===== src/rtl/reimu_bullet_ctrl.sv =====
// Player-shot controller: launches one bullet on a fire request, moves it up
// once per frame tick, despawns on hit or at the top edge, then cools down.
module reimu_bullet_ctrl #(
  parameter int unsigned SPEED     = 6,
  parameter int unsigned SPAWN_OFS = 33,
  parameter int unsigned Y_MIN     = 8,
  parameter int unsigned COOLDOWN  = 8,
  parameter int unsigned TICK_H    = 0,
  parameter int unsigned TICK_V    = 480
) (
  input  logic       clk_25m,
  input  logic       rst_n,
  input  logic [9:0] hc,
  input  logic [9:0] vc,
  input  logic       fire,
  input  logic [9:0] reimux,
  input  logic [9:0] reimuy,
  input  logic       reimuE,
  input  logic       hit,
  output logic [9:0] reimu_bulletx,
  output logic [9:0] reimu_bullety,
  output logic       reimu_bullet
);

  localparam int unsigned POS_W = 10;
  localparam int unsigned CNT_W = 8;

  // Lowest player y that still leaves the spawned bullet on screen.
  localparam logic [POS_W-1:0] LAUNCH_MIN = POS_W'(SPAWN_OFS + Y_MIN);
  // Lowest bullet y that can still take a full step upward.
  localparam logic [POS_W-1:0] STEP_MIN   = POS_W'(Y_MIN + SPEED);

  typedef enum logic [1:0] {
    IDLE = 2'd0,
    FLY  = 2'd1,
    COOL = 2'd2
  } state_t;

  state_t           state;
  logic             fire_s1;
  logic             fire_s2;
  logic             fire_d;
  logic             pending;
  logic [CNT_W-1:0] cool_cnt;
  logic             tick;
  logic             fire_rise;

  // Frame tick marks the first blanking line; rising edge of synchronised fire.
  always_comb begin
    tick      = (hc == POS_W'(TICK_H)) && (vc == POS_W'(TICK_V));
    fire_rise = fire_s2 && !fire_d;
  end

  // Fire synchroniser, request latch and bullet FSM with registered outputs.
  always_ff @(posedge clk_25m or negedge rst_n) begin
    if (!rst_n) begin
      state         <= IDLE;
      fire_s1       <= 1'b0;
      fire_s2       <= 1'b0;
      fire_d        <= 1'b0;
      pending       <= 1'b0;
      cool_cnt      <= '0;
      reimu_bulletx <= '0;
      reimu_bullety <= '0;
      reimu_bullet  <= 1'b0;
    end else begin
      fire_s1 <= fire;
      fire_s2 <= fire_s1;
      fire_d  <= fire_s2;

      // A missing player cancels any request; later writes below override.
      if (!reimuE) begin
        pending <= 1'b0;
      end else if (fire_rise) begin
        pending <= 1'b1;
      end

      case (state)
        IDLE: begin
          if (tick && pending && reimuE) begin
            pending <= 1'b0;
            if (reimuy >= LAUNCH_MIN) begin
              reimu_bulletx <= reimux;
              reimu_bullety <= reimuy - POS_W'(SPAWN_OFS);
              reimu_bullet  <= 1'b1;
              state         <= FLY;
            end
          end
        end
        FLY: begin
          if (hit) begin
            reimu_bullet <= 1'b0;
            cool_cnt     <= CNT_W'(COOLDOWN);
            state        <= COOL;
          end else if (tick) begin
            if (reimu_bullety >= STEP_MIN) begin
              reimu_bullety <= reimu_bullety - POS_W'(SPEED);
            end else begin
              reimu_bullet <= 1'b0;
              cool_cnt     <= CNT_W'(COOLDOWN);
              state        <= COOL;
            end
          end
        end
        COOL: begin
          if (tick) begin
            if (cool_cnt <= CNT_W'(1)) begin
              cool_cnt <= '0;
              state    <= IDLE;
            end else begin
              cool_cnt <= cool_cnt - CNT_W'(1);
            end
          end
        end
        default: begin
          state <= IDLE;
        end
      endcase
    end
  end

endmodule

===== config.mk =====
export PLATFORM = sky130hd
export DESIGN_NAME = reimu_bullet_ctrl
export DESIGN_NICKNAME = d
export VERILOG_FILES = /design/src/rtl/reimu_bullet_ctrl.sv
export SDC_FILE = /design/constraint.sdc
export NUM_CORES = 1
export LEC_CHECK = 0
export ABC_AREA = 1
export CORE_ASPECT_RATIO = 1.75
export CORE_UTILIZATION = 48
export CTS_CLUSTER_DIAMETER = 60
export DETAILED_ROUTE_END_ITERATION = 7
export GPL_ROUTABILITY_DRIVEN = 0
export PLACE_DENSITY_LB_ADDON = 0.12
export SLEW_MARGIN = 20
export SYNTH_ARGS = -nofsm -noshare
export SYNTH_HDL_FRONTEND = slang
export SYNTH_SLANG_ARGS = --single-unit

===== constraint.sdc =====
create_clock -name clk_25m -period 1.9 [get_ports clk_25m]
set_input_delay 0.57 -clock clk_25m [delete_from_list [all_inputs] [get_ports clk_25m]]
set_output_delay 0.57 -clock clk_25m [all_outputs]
set_load 0.02 [all_outputs]

After elaboration in Yosys (flattened, before gate mapping)
Cells that the tools add are included. W data, S select, Z words.

Register bits: 35. Output and inout bits: 21. Word-level logic and storage cells: 71. Input bits: 45.

Equal/unequal tests: 12. Reductions and logical operators: 14. Add/sub/neg operators: 3. Muxes and demuxes: 30. Order comparisons: 3.

Operator list (count): $mux W10 (5); $mux W8 (5); $pmux W10 S2 (1); $pmux W8 S2 (1); $mux W2 (7); $ne A2 B2 Y1 const B (7); $reduce_and A6 Y1 (2); $eq A10 B9 Y1 const B (1); $ge A10 B4 Y1 const B (1); $ge A10 B6 Y1 const B (1); $logic_not A10 Y1 (1); $sub A10 B3 Y10 const B (1); $sub A10 B6 Y10 const B (1); $mux W1 (9); $le A8 B1 Y1 const B (1); $sub A8 B1 Y8 const B (1); $ne A3 B3 Y1 const B (2); $pmux W2 S3 (1); $reduce_and A5 Y1 (1); $logic_and A1 B1 Y1 (4); $reduce_and A4 Y1 (1); $reduce_bool A2 Y1 (2); $reduce_and A3 Y1 (1); $eq A2 B1 Y1 const B (1); 4 further kinds (4).

Depth between registers and ports, before layout
Depth after elaboration: 6. Gate-level depth with buffers: 11. Depth with buffers taken out: 11.

Worst setup path after synthesis
Ideal clock, no wire load.

Path type: input to register. Start: in reimuy[0]. End: reg reimu_bullety[1]. Buffers on the path: 1. Arrival: 1.594 ns. Slack: 0.189 ns. Required time: 1.783 ns. Library setup time: 0.117 ns. Stages: 11. Cells stage by stage: inv_1 > ha_1 > nand2_1 > o21ai_1 > nand2_1 > nand2_1 > a21boi_2 > nand2_4 > buf_6 > nand3_1 > nand2_1.

Cells in the longest elaborated chain, start to end: 4. Elaborated cells between the ends (all ways): 7.

Ends and longest elaborated chain: from (decl) (line 17) `input logic [9:0] reimuy,`; $sub A10 B6 Y10 (line 84) `reimu_bullety <= reimuy - POS_W'(SPAWN_OFS);`; $mux W10 (line 82) `if (reimuy >= LAUNCH_MIN) begin`; $mux W10 (line 80) `if (tick && pending && reimuE) begin`; $pmux W10 S2 (line 78) `case (state)`; to (signal assigned) (line 84); to (signal assigned) (line 97) `reimu_bullety <= reimu_bullety - POS_W'(SPEED);`; to (decl) (line 21) `output logic [9:0] reimu_bullety,`.

Parallel ways exist; a longest one is shown, timed or not. The select of a mux whose other input is x is not followed. A chain may end at the register's enable or synchronous reset.

Worst setup path in the final report
Start: in hc[1]. End: reg reimu_bulletx[0].

Cells in the longest elaborated chain, start to end: 5.

Ends and longest elaborated chain: from (decl) (line 13) `input logic [9:0] hc,`; $logic_not A10 Y1 (line 50) `tick = (hc == POS_W'(TICK_H)) && (vc == POS_W'(TICK_V));`; $logic_and A1 B1 Y1 (line 50); $logic_and A1 B1 Y1 (2 in a row) (line 80); $reduce_and A3 Y1 (no line); to (signal assigned) (line 83) `reimu_bulletx <= reimux;`; to (decl) (line 20) `output logic [9:0] reimu_bulletx,`.

No other way between the ends.

==> summary.txt <==
Synthesis
  • Yosys cell types: 33
  • Top-count cell post-synth: nand2_1
  • Seq/Total Area, Yosys: about 39%
  • Synth top area share: 38.63%
  • Synth top cells by count: nand2_1 (96), nand3_1 (38), inv_1 (37), dfrtp_1 (35), nor2_1 (34)
  • Main synth FF type: dfrtp_1
  • Area of the mapped netlist: 2267 sq um
  • Largest area contributor in the netlist: dfrtp_1
  • Synth top area cells: dfrtp_1 (39%), nand2_1 (16%), nand3_1 (8.4%)
  • Number of synthesized register bits: 35
  • Total number of yosys warnings: 0
  • Mapped Nets: around 370
  • Post-Syn Instances: between 300 and 400
  • Ys async rst share: 100.0%
  • Syn_area_per_cell: about 7.2 sq um
  • Number of synthesized flops with an enable pin: 0

Setup path
  • Crit-path max FO: 6
  • CP delay by family, top: simple AND/OR/NAND/NOR gates
  • Element type at the critical path start: primary input
  • Crit end category: register
  • Critical path required time: roughly 2.1 ns
  • Crit-path max cell delay: approximately 0.40 ns
  • Worst EP arrival: about 2 ns
  • Crit path cell chain: clkdlybuf4s50_1 -> nor2_1 -> nand2_1 -> nor2_4 -> buf_12 -> nand3_4 -> nor2_4 -> nand2_4 -> buf_8 -> nand2_2 -> nand2_1
  • Crit Path Class: in2reg
  • Slowest cell on the critical path: clkdlybuf4s50_1
  • CP Buf/Inv Count: 3

STA
  • Slew @ Worst Pin: 0.4423 ns
  • Tmin final: about 1.9 ns
  • Slew Viols, Final: 0
  • Period utilization: between 90 and 100%
  • Final hold vios: 0
  • Minimum hold slack: 0.3553 ns
  • Setup-failing EPs final: 0
  • Max Clk Rate: ~0.53 GHz
  • Setup Skew: ~0.013 ns
  • Relative slew slack: approximately 70%

Min path
  • Min-Delay Path Class: reg2reg

Drt
  • 1st-iter DRT viols: 63
  • Remaining DRCs: 0
  • DRT Wirelength: slightly above 6000 microns
  • Routed vias/inst: approximately 5.3
  • Final antenna-violating net count: 0
  • Vias post-DR: 2,456
  • Drt wl/cell: approximately 13 microns
  • First-pass iteration count of the detailed router: 4

Job
  • Max_cap viols: 0

Status
  • Status: completed

Global route
  • Total Routing Usage GR: about a quarter
  • Vias in the first global route: 2,256
  • Grt total ovfl: 0
  • Initial antenna violation count: 0
  • First-pass GRT wire length: ~9400 microns
  • Largest net degree at the start of global routing: 36

Clock tree
  • TritonCTS sink count: 35
  • CTS tree: yes
  • Hold_buf cts: 0
  • H-tree levels: 2
  • Reg clk slew, reported paths: roughly 0.070 ns
  • Clock Tree Buf Depth: 2
  • Root Buffer: clkbuf_8
  • Total CTS buffers: 5
  • Clk_lat worst skew: about 0.30 ns

Die
  • IO Pins: between 60 and 70
  • Cell Rows: 32
  • Core footprint: 4484 sq um
  • Initial Util: between 50% and 60%
  • Die height: ~93 microns
  • Die Width: approximately 54 microns
  • Die area: around 5000 sq um

Placed design
  • Port-buffer cells: 65
  • Placed insts: ~450
  • Post-DP HPWL: 4266 microns

Pwr
  • P per Cell Area: approximately 480 nW/um^2
  • Leakage Power: approximately 1.9 nW
  • Peak supply drop: 0.5097 mV

Final layout
  • P&R area growth vs syn: 51.49%
  • Post-Layout Cell Count: 462
  • Nets: 460
  • Fillcell total: 332
  • Share of layout cells above drive strength 1: between 15 and 20%
  • Diodes inserted: 0
-- cells by family (layout without fill, tap and decap cells) --
logic type | Yosys count | count (layout) | synth area share [%]
simple gates | 190 | 191 | 37.36
fa+ha+maj | 5 | 5 | 2.759
compound gates | 36 | 36 | 10.21
xor+xnor | 5 | 5 | 1.931
mux | 1 | 1 | 0.4415
buf+inv | 45 | 138 | 8.664
flops | 35 | 35 | 38.63
-- metal layers --
layer / wire length (microns) / part of all wire (%) / track usage, %
met1: 2201 / 36 / 27.55
met4: 163 / 2.7 / 9.868
met5: 0 / 0 / 0
met2: 3433 / 56 / 45.68
met3: 290 / 4.8 / 4.926
-- worst register-to-register path, cell delays in order, from the launching register on --
cell,delay (ns)
dfrtp_1,0.40
inv_1,0.12
ha_1,0.25
nor2_1,0.07
nor3_2,0.32
inv_1,0.14
nand3_1,0.10
nor2_1,0.04
nand2_1,0.08
nand2_1,0.05
-- final timing paths --
kind	from	endpoint	slack, ns	depth (start not counted)
setup / recovery	hc[1]	reimu_bulletx[0]	0.02	11
hold reg to reg	fire_s1	fire_s2	0.36	0
hold / removal	fire_s1	fire_s2	0.36	0
max in group asynchronous	rst_n	fire_d	1.06	2
min in group asynchronous	rst_n	cool_cnt[2]	0.64	2
setup reg to reg	cool_cnt[0]	cool_cnt[5]	0.23	9
-- metrics by stage --
stage          TNS [ns]  utilization [%]  area (sq um)  total power, mW  worst slack (ns)
6_report              0            76.59          3435            1.633           0.02363
5_1_grt         -0.1858            76.59          3435            1.710          -0.04362
4_1_cts               0            72.32          3243            1.636          0.002449
3_5_place_dp     -11.30            69.62          3122            1.100           -0.4362
3_3_place_gp     -9.723            69.62          3122            1.091           -0.3832
2_1_floorplan         0                -          2267           0.9338            0.1891
-- layout by cell type (no fill, tap or decap), types with 5 or more instances in the layout --
cell type        instances
dfrtp_1                 35
inv_2                    6
nand2_1                 89
dlymetal6s2s_1          18
nand3_2                 10
nand2_2                  8
o21ai_0                 12
dlygate4sd2_1            8
nand3_1                 30
nor2_2                   5
inv_1                   33
clkbuf_8                 5
nor2_1                  31
a21oi_1                 10
buf_4                   17
clkdlybuf4s50_1         39
buf_6                    5
-- registers in the layout (all words and copies together), names as in the netlist --
name	flops
reimu_bullety	10
fire_d	1
cool_cnt	8
reimu_bulletx	10
reimu_bullet	1
fire_s2	1
fire_s1	1
state	2
pending	1
-- where the power goes --
| group | switching (mW) | internal (mW) | leakage (nW) | total [mW] |
|---|---|---|---|---|
| combinational | 0.152 | 0.162 | 1.39 | 0.314 |
| clock | 0.289 | 0.255 | 0.0402 | 0.544 |
| sequential | 0.0134 | 0.762 | 0.467 | 0.775 |
-- layout make-up --
type	instances	area, sq um	area share (%)
multi-input cells	238	1310	38.14
repair buffers	91	949.7	27.65
flip-flops and latches	35	875.8	25.50
inverters	39	146.4	4.262
clock buffers	5	68.82	2.004
well taps	51	63.81	1.858
clock inverters	3	20.02	0.5829
-- what timing repair did --
item | CTS | global route
cloned | 1 | 1
setup buffers | 1 | 2
pin swaps | 5 | 18
gates resized for setup | 18 | 47
endpoints found under the setup margin | 30 | 32
(Power assumes the default switching activity.)
